## config.mk

```make
export PLATFORM = sky130hd
export DESIGN_NAME = dict_hamming_decompressor_serial
export DESIGN_NICKNAME = d
export VERILOG_FILES = /design/src/rtl/dict_hamming_pkg.sv /design/src/rtl/dict_hamming_codebook_rom.sv /design/src/rtl/dict_hamming_decompressor_serial.sv
export SDC_FILE = /design/constraint.sdc
export NUM_CORES = 1
export LEC_CHECK = 0
export CORE_AREA = 4 4 50 52
export DETAILED_ROUTE_END_ITERATION = 12
export DIE_AREA = 0 0 54 56
export PLACE_DENSITY_LB_ADDON = 0.05
export SKIP_CTS_REPAIR_TIMING = 1
export SYNTH_ARGS = -nofsm -noshare
export SYNTH_HDL_FRONTEND = slang
export SYNTH_HIERARCHICAL = 1
export SYNTH_SLANG_ARGS = --single-unit
```

## constraint.sdc

```tcl
create_clock -name clk -period 2.1 [get_ports clk]
set_clock_uncertainty 0.15 [all_clocks]
set_input_delay 0.315 -clock clk [delete_from_list [all_inputs] [get_ports clk]]
set_output_delay 0.315 -clock clk [all_outputs]
set_load 0.02 [all_outputs]
```

## src/rtl/dict_hamming_pkg.sv

```systemverilog
// Shared definitions for the dictionary/Hamming compressor and decompressor.
//  - Geometry localparams (chunk size, codebook size, index width, chunks per word).
//  - The codebook table, shared with the compressor so both ends agree.
//  - FSM state enum for the serial decompressor.
//  - lookup(): index -> codeword; out-of-range indices return all zeros.
//  - quantise()/quantise_word(): nearest-codeword encoder (lowest index wins ties),
//    i.e. what the upstream compressor produces for a raw bitstream.
package dict_hamming_pkg;

    localparam int CHUNK_SIZE     = 4;
    localparam int CODEBOOK_SIZE  = 8;
    localparam int INDEX_BITS     = $clog2(CODEBOOK_SIZE);
    localparam int NUM_CHUNKS     = 4;
    localparam int CHUNK_IDX_BITS = (NUM_CHUNKS > 1) ? $clog2(NUM_CHUNKS) : 1;
    localparam int BIT_IDX_BITS   = (CHUNK_SIZE > 1) ? $clog2(CHUNK_SIZE) : 1;
    localparam int WORD_BITS      = NUM_CHUNKS * INDEX_BITS;
    localparam int STREAM_BITS    = NUM_CHUNKS * CHUNK_SIZE;

    typedef logic [CHUNK_SIZE-1:0] codeword_t;
    typedef logic [INDEX_BITS-1:0] index_t;

    localparam codeword_t CODEBOOK [CODEBOOK_SIZE] = '{
        4'b0000, 4'b0001, 4'b0011, 4'b0111,
        4'b1111, 4'b1110, 4'b1100, 4'b1000
    };

    typedef enum logic [1:0] {
        ST_IDLE = 2'd0,
        ST_EMIT = 2'd1,
        ST_DONE = 2'd2
    } state_t;

    function automatic codeword_t lookup(input index_t idx);
        codeword_t cw;
        cw = '0;
        if (int'(idx) < CODEBOOK_SIZE) begin
            cw = CODEBOOK[idx];
        end
        return cw;
    endfunction

    function automatic index_t quantise(input codeword_t chunk);
        int best_d;
        int best_i;
        int d;
        best_d = CHUNK_SIZE + 1;
        best_i = 0;
        for (int i = 0; i < CODEBOOK_SIZE; i++) begin
            d = $countones(chunk ^ CODEBOOK[i]);
            if (d < best_d) begin
                best_d = d;
                best_i = i;
            end
        end
        return index_t'(best_i);
    endfunction

    // The stream is written first-bit-leftmost, so chunk 0 is the top CHUNK_SIZE bits.
    function automatic logic [WORD_BITS-1:0] quantise_word(input logic [STREAM_BITS-1:0] bits);
        logic [WORD_BITS-1:0] r;
        r = '0;
        for (int k = 0; k < NUM_CHUNKS; k++) begin
            r[k*INDEX_BITS +: INDEX_BITS] = quantise(bits[(NUM_CHUNKS-1-k)*CHUNK_SIZE +: CHUNK_SIZE]);
        end
        return r;
    endfunction

endpackage

```

## src/rtl/dict_hamming_codebook_rom.sv

```systemverilog
// Combinational codebook lookup.
// Ports:
//  idx      in   INDEX_BITS   codebook index
//  codeword out  CHUNK_SIZE   codeword stored at idx (all zeros if idx is out of range)
module dict_hamming_codebook_rom
    import dict_hamming_pkg::*;
(
    input  logic [INDEX_BITS-1:0] idx,
    output logic [CHUNK_SIZE-1:0] codeword
);

    assign codeword = lookup(idx);

endmodule

```

## src/rtl/dict_hamming_decompressor_serial.sv

```systemverilog
// Serial dictionary decompressor: accepts one packed word of NUM_CHUNKS codebook
// indices, looks each up in the shared codebook and streams the reconstructed
// bits out one per clock (chunk 0 first, each codeword MSB first), with
// valid/ready flow control on the output and a one-cycle done pulse at the end.
// Ports:
//  clk                 in   1          clock, all logic on posedge
//  rst                 in   1          synchronous active-high reset
//  compressed_in       in   WORD_BITS  packed indices, index k at [k*INDEX_BITS +: INDEX_BITS]
//  compressed_valid    in   1          compressed_in valid
//  in_ready            out  1          high in IDLE only
//  data_out            out  1          reconstructed bit
//  data_out_valid      out  1          data_out valid (EMIT)
//  out_ready           in   1          downstream accepts data_out
//  decompression_done  out  1          one-cycle pulse after the last transfer
module dict_hamming_decompressor_serial
    import dict_hamming_pkg::*;
(
    input  logic                 clk,
    input  logic                 rst,
    input  logic [WORD_BITS-1:0] compressed_in,
    input  logic                 compressed_valid,
    output logic                 in_ready,
    output logic                 data_out,
    output logic                 data_out_valid,
    input  logic                 out_ready,
    output logic                 decompression_done
);

    state_t                    state_reg;
    state_t                    state_next;
    logic [WORD_BITS-1:0]      word_reg;
    logic [CHUNK_IDX_BITS-1:0] chunk_idx_reg;
    logic [BIT_IDX_BITS-1:0]   bit_idx_reg;

    logic [INDEX_BITS-1:0]     idx_arr [NUM_CHUNKS];
    logic [INDEX_BITS-1:0]     cur_idx;
    logic [CHUNK_SIZE-1:0]     codeword;
    logic [CHUNK_SIZE-1:0]     msb_first;

    logic                      accept;
    logic                      transfer;
    logic                      last_bit;
    logic                      last_chunk;

    // Split the latched word into per-chunk indices.
    for (genvar gi = 0; gi < NUM_CHUNKS; gi++) begin : g_idx
        assign idx_arr[gi] = word_reg[gi*INDEX_BITS +: INDEX_BITS];
    end

    assign cur_idx = idx_arr[chunk_idx_reg];

    dict_hamming_codebook_rom u_rom (
        .idx      (cur_idx),
        .codeword (codeword)
    );

    // Bit-reversed copy so that bit_idx 0 selects the codeword MSB.
    for (genvar gi = 0; gi < CHUNK_SIZE; gi++) begin : g_rev
        assign msb_first[gi] = codeword[CHUNK_SIZE-1-gi];
    end

    assign accept     = (state_reg == ST_IDLE) && compressed_valid;
    assign transfer   = (state_reg == ST_EMIT) && out_ready;
    assign last_bit   = (bit_idx_reg   == BIT_IDX_BITS'(CHUNK_SIZE - 1));
    assign last_chunk = (chunk_idx_reg == CHUNK_IDX_BITS'(NUM_CHUNKS - 1));

    // State register.
    always_ff @(posedge clk) begin
        if (rst) begin
            state_reg <= ST_IDLE;
        end else begin
            state_reg <= state_next;
        end
    end

    // Next-state logic.
    always_comb begin
        state_next = state_reg;
        unique case (state_reg)
            ST_IDLE: if (compressed_valid) state_next = ST_EMIT;
            ST_EMIT: if (transfer && last_bit && last_chunk) state_next = ST_DONE;
            ST_DONE: state_next = ST_IDLE;
            default: state_next = ST_IDLE;
        endcase
    end

    // Outputs depend only on registered state and the ROM, never on out_ready.
    always_comb begin
        in_ready           = (state_reg == ST_IDLE);
        data_out_valid     = (state_reg == ST_EMIT);
        decompression_done = (state_reg == ST_DONE);
        data_out           = (state_reg == ST_EMIT) ? msb_first[bit_idx_reg] : 1'b0;
    end

    // Latched word and position counters; counters hold during stalls.
    always_ff @(posedge clk) begin
        if (rst) begin
            word_reg      <= '0;
            chunk_idx_reg <= '0;
            bit_idx_reg   <= '0;
        end else if (accept) begin
            word_reg      <= compressed_in;
            chunk_idx_reg <= '0;
            bit_idx_reg   <= '0;
        end else if (transfer) begin
            if (last_bit) begin
                bit_idx_reg   <= '0;
                chunk_idx_reg <= last_chunk ? '0 : chunk_idx_reg + 1'b1;
            end else begin
                bit_idx_reg   <= bit_idx_reg + 1'b1;
            end
        end
    end

endmodule
```

==> flow_metrics.env <==
export IMPL_cts_root_buffer="sky130_fd_sc_hd__clkbuf_4"
export IMPL_finalCoreUtilization=0.526
export IMPL_yosysTopAreaCell="sky130_fd_sc_hd__dfxtp_1"
export IMPL_critical_path_top_cell_by_count="sky130_fd_sc_hd__mux4_2"
export IMPL_max_clock_path_buffers=2
export IMPL_drt_first_pass_iters=4
export IMPL_synth_fa_ha_area_frac=0.0317
export IMPL_yosysSeqAreaShare=0.457
export IMPL_synthSimpleGateAreaFrac=0.132
export IMPL_clkLatencyLatePin_ns=0.29
export IMPL_power_leakage_nw=0.470
export IMPL_unrepaired_setup_endpoints_after_global_routing="true"
export IMPL_floorplan_initialDensity=0.374
export IMPL_largest_register_ffs=12
export IMPL_final_fill_count=189
export IMPL_die_h_um=56
export IMPL_slew_violations=0
export IMPL_timing_critical_path_required_ns=1.63
export IMPL_met1Wirelength_um=724
export IMPL_fin_nets=115
export IMPL_n_antenna_cell=0
export IMPL_timing_final_ws_setup_ns=-0.520
export IMPL_max_stage_delay_ns=0.55
export IMPL_power_internal_mw=0.542
export IMPL_global_route_wire_length_before_repair_mm=2.48
export IMPL_remaining_drc_errors=0
export IMPL_violations="setup timing"
export IMPL_post_layout_total_power_mw=0.711
export IMPL_cts_clk_slew_worst_paths_ns=0.11
export IMPL_timing_worst_setup_path_type="reg2out"
export IMPL_crit_chain="mux4_2, nor2_2, xnor2_1, mux4_2, nor2b_4, clkbuf_2"
export IMPL_place_hpwl_mm=1.23
export IMPL_portBuffers=19
export IMPL_post_drt_via_cell_ratio=4.94
export IMPL_compound_gate_fraction_of_synth_area=0.173
export IMPL_floorplan_core_area_mm2=0.00211
export IMPL_grt_antenna_before_repair=0
export IMPL_synth_mux_area_fraction=0.140
export IMPL_cts_htree_levels=1
export IMPL_drt_wl_total_mm=1.57
export IMPL_design_die_area_mm2=0.00302
export IMPL_start_kind="flop"
export IMPL_synth_top_family_by_area="compound AO/OA/AOI/OAI gates"
export IMPL_hold_depth=1
export IMPL_io_pins=20
export IMPL_ff2ff_path_depth=3
export IMPL_timing_slew_headroom=0.405
export IMPL_pwr_share_comb=0.174
export IMPL_power_share_switching=0.238
export IMPL_part_of_the_total_power_dissipated_in_the_clock_network=0.299
export IMPL_first_global_vias=602
export IMPL_p_sw_mw=0.169
export IMPL_gp_congestion=0.719
export IMPL_setup_total_negative_slack_ns=-0.520
export IMPL_finalInstanceArea_mm2=0.00111
export IMPL_synthesis_instances=67
export IMPL_synthesis_area_per_instance_um2=11.8
export IMPL_floorplan_rows=17
export IMPL_wl_met3_um=104
export IMPL_detailroute_via_count=613
export IMPL_grt_util_all_layers=0.112
export IMPL_dr_first_iter_drc_count=7
export IMPL_grt_ovfl_total=0
export IMPL_peak_supply_drop_v=0.000371
export IMPL_min_delay_path_class="reg2reg"
export IMPL_synth_seq_cells=18
export IMPL_highest_layer="met4"
export IMPL_post_route_cells_drive_above_1_share=0.260
export IMPL_synth_net_count=85
export IMPL_most_common_layout_cells="sky130_fd_sc_hd__clkdlybuf4s50_1 (17), sky130_fd_sc_hd__dfxtp_1 (15), sky130_fd_sc_hd__a22o_1 (12), sky130_fd_sc_hd__buf_4 (9), sky130_fd_sc_hd__mux4_2 (4)"
export IMPL_setup_viol=1
export IMPL_area_growth_pct=40.6
export IMPL_post_synthesis_cell_area_um2=788
export IMPL_worstMarginPinSlew_ns=0.892
export IMPL_grt_start_max_net_pins=13
export IMPL_layout_commonest_cell="sky130_fd_sc_hd__clkdlybuf4s50_1"
export IMPL_synth_warnings=6
export IMPL_final_antenna_net_count=0
export IMPL_max_freq_mhz=382
export IMPL_finalHoldViolCount=0
export IMPL_postPlaceCellArea_mm2=0.00107
export IMPL_detailedPlace_worstSlack_ns=-0.581
export IMPL_synth_distinct_cells=22
export IMPL_cts_inserted_buffers=3
export IMPL_largest_cells_by_area_after_synthesis="sky130_fd_sc_hd__dfxtp_1 (46%), sky130_fd_sc_hd__a22o_1 (13%), sky130_fd_sc_hd__mux4_2 (11%), sky130_fd_sc_hd__ha_1 (3.2%), sky130_fd_sc_hd__buf_4 (2.9%)"
export IMPL_die_w_um=54
export IMPL_synth_xor_area_share=0.0333
export IMPL_critical_path_slowest_cell="sky130_fd_sc_hd__mux4_2"
export IMPL_clock_sinks=18
export IMPL_power_sequential_fraction=0.527
export IMPL_finalCriticalPeriod_ns=2.62
export IMPL_synth_top_area_share=0.457
export IMPL_cp_end_kind="output pin"
export IMPL_worst_path_max_fanout=4
export IMPL_cts_tree="built"
export IMPL_cellPowerDensity_mw_per_mm2=641
export IMPL_met2_length_um=723
export IMPL_wire_per_inst_um=12.6
export IMPL_worst_path_arrival_ns=2.16
export IMPL_cap_violations=0
export IMPL_fin_crit_share=1.25
export IMPL_status="finished, violations left"
power groups by stage:
stage	Sequential, mW	Combinational [mW]	Clock, mW
2_1_floorplan	0.377	0.0695	0
3_3_place_gp	0.383	0.124	0
3_5_place_dp	0.382	0.126	0
4_1_cts	0.375	0.127	0.225
5_1_grt	0.378	0.134	0.231
6_report	0.375	0.124	0.213
Yosys cell counts (all sizes together):
cell and number:
dfxtp 18, a22o 12, mux4 4, nor2 4, a21oi 3, buf 3
nand2 3, ha 2, mux2i 2, nor2b 2, nor4b 2, or3 2
xnor2 2, a21o 1, a311oi 1, inv 1, nand2b 1, nand3b 1
nand4b 1, or2 1, xor2 1
routing by layer:
layer,up-vias,global-route usage
met2,16,0.170
met4,0,0.0641
li1,317,-
met1,278,0.141
met5,-,0
met3,2,0.0241
final timing paths:
path,start,to,slack [ns]
worst max-delay path,chunk_idx_reg[1],data_out,-0.52
worst min-delay path,word_reg[9],word_reg[9],0.35
worst max register to register,state_reg[1],word_reg[6],0.40
worst min register to register,word_reg[9],word_reg[9],0.35
cell families (layout without fill, tap and decap cells):
group	Yosys count	in the layout
buf+inv	4	33
compound gates	17	17
fa+ha+maj	2	2
xor+xnor	3	3
simple gates	17	17
mux	6	6
flops	18	18
layout make-up:
type / instances / area (µm²) / share of cell area
Tap cell: 28 / 35.0 / 0.0316
Sequential cell: 18 / 367 / 0.331
Multi-Input combinational cell: 45 / 412 / 0.371
Inverter: 1 / 3.75 / 0.00339
Timing Repair Buffer: 28 / 255 / 0.230
Clock buffer: 4 / 36.3 / 0.0327
through the flow:
stage          hold WS [ns]  instances
6_report              0.345        124
5_1_grt               0.371        124
4_1_cts               0.345        124
3_5_place_dp          0.319        120
3_3_place_gp          0.319        120
2_1_floorplan         0.242         67
worst max-delay path: cells and delay by family, from the launching register on:
| kind | cells | cell delay (ns) |
|---|---|---|
| and+or+nand+nor | 2 | 0.25 |
| xor gates and xnor gates | 1 | 0.07 |
| buffers and inverters | 1 | 0.15 |
| muxes | 2 | 1.01 |
| DFF | 1 | 0.39 |
Note: power is estimated with default switching activity, not from simulation.
==> variant, RTL diff (same settings) <==
Reset style: asynchronous (`rst`), changed in 2 clocked blocks. Comments in the files are not updated.
--- a/src/rtl/dict_hamming_decompressor_serial.sv
+++ b/src/rtl/dict_hamming_decompressor_serial.sv
@@ -65,7 +65,7 @@
     assign last_chunk = (chunk_idx_reg == CHUNK_IDX_BITS'(NUM_CHUNKS - 1));
 
     // State register.
-    always_ff @(posedge clk) begin
+    always_ff @(posedge clk or posedge rst) begin
         if (rst) begin
             state_reg <= ST_IDLE;
         end else begin
@@ -93,7 +93,7 @@
     end
 
     // Latched word and position counters; counters hold during stalls.
-    always_ff @(posedge clk) begin
+    always_ff @(posedge clk or posedge rst) begin
         if (rst) begin
             word_reg      <= '0;
             chunk_idx_reg <= '0;
Check against the original RTL: differs if rst is asserted again (counterexample within 4 cycles, from zero or initial values and one cycle with rst high); with rst held inactive, the same outputs for 10 cycles.
==> variant against the unedited design <==
  * The run still ends with setup timing left
  * Design area is 6.5% higher
  * Worst setup slack got worse by 0.071 ns
  * Synthesized area increased by 17%
  * Wire length decreased by 3.5%
  * Sequential cell count unchanged
Power is not compared: it rests on default switching activity, and its combinational part moved more than twofold at a synthesized area within 25%.
==> variant: results (changes against the unedited design) <==
- # fillers: 188 (-0.53%)
- Worst Reg-to-Reg Cells: 4 (+1)
- Drt via density: 4.81 (-2.8%)
- Bufs w/o clock: 23 (-18%)
- Post-DP HPWL: 1140 um (-6.9%)
- Status: complete, but fails checks
- Worst stage delay on the critical path: 0.58 ns (+0.03 ns)
- Largest cells by area after synthesis: dfrtp_1 49%, mux4_2 9.7%, mux2_2 8.5%
- Iteration-0 DRC Markers: 3 (-4)
- Pin count of the biggest net entering global routing: 18 (+5)
- First-pass GRT wire length: 2570 um (+3.9%)
- Routed wl met3: 80 um (-23%)
- Final setup fails: 1 (unchanged)
- Synth Net Count: 84 (-1.2%)
- Met1 Wirelength: 700 um (-3.3%)
- Worst Slack Setup Final: -0.591 ns (-0.0713 ns)
- Worst r2r dst: chunk_idx_reg[0]
- Failing checks: setup timing
- Met2 Use GR: 16.8% (-0.17 points)
- Worst reg-to-reg setup slack: 0.56 ns (+0.16 ns)
- Register area share after synthesis: 48.7% (+3.0 points)
- Multi-input combinational area share: 36.7% (-0.48 points)
- Layout cells sized above 1: 33.3% (+7.3 points)
- DR WL met2: 699 um (-3.3%)
- Fin Hold WS: 0.140 ns (-0.206 ns)
- Non-clk buf share: 18.4% (-4.6 points)
- Syn avg cell area: 14.0 sq um (+19%)
- Global placer's final weighted congestion: 0.681 (-5.2%)
- Vias in the first global route: 564 (-6.3%)
- Worst Path Arrival: 2.23 ns (+0.07 ns)
- WL per Instance: 12.8 um (+1.4%)
- Post-synthesis cell type count: 25 (+14%)
- Aggregate global-route resource usage: 11.8% (+0.61 points)
- #MultiIn Comb: 43 (-4.4%)
- Asr flop ratio synth: 100% (+100 points)
- Pre-CTS setup slack: -0.653 ns (-0.0718 ns)
- Sequential share of cell area: 38.2% (+5.2 points)
- M3 GR Usage: 3.22% (+0.80 points)
- Worst slew margin: 73.2% (+33 points)
- DRT Pass-1 Iters: 2 (-2)
- Sequential cell area: 452 sq um (+23%)
-- variant: cell count changes after synthesis, sizes merged, moves of 2 or more --
cell   delta
dfrtp    +18
dfxtp    -18
a22o     -12
mux2     +12
and2      +2
nor4b     -2
-- variant: worst max path at each step --
| stage | end | cells past startpoint | from | slack (ns) |
|---|---|---|---|---|
| finish | data_out | 5 | chunk_idx_reg[0] | -0.59 |
| global route | data_out | 6 | chunk_idx_reg[0] | -0.68 |
| CTS | data_out | 5 | chunk_idx_reg[0] | -1.00 |
| detailed placement | data_out | 5 | chunk_idx_reg[0] | -0.65 |
| global placement | data_out | 5 | chunk_idx_reg[0] | -0.63 |
| floorplan | data_out | 4 | chunk_idx_reg[0] | -0.13 |
-- variant: cells by family after synthesis --
logic type               after synthesis  share of synthesized area (%)
flip-flops                            18                           48.7
AND/OR/NAND/NOR                       17                           10.3
multiplexers                          18                           28.6
adder cells (fa/ha/maj)                2                           2.71
buffers and inverters                  5                           5.01
XOR/XNOR                               3                           2.84
AO/OA/AOI/OAI                          3                           1.89
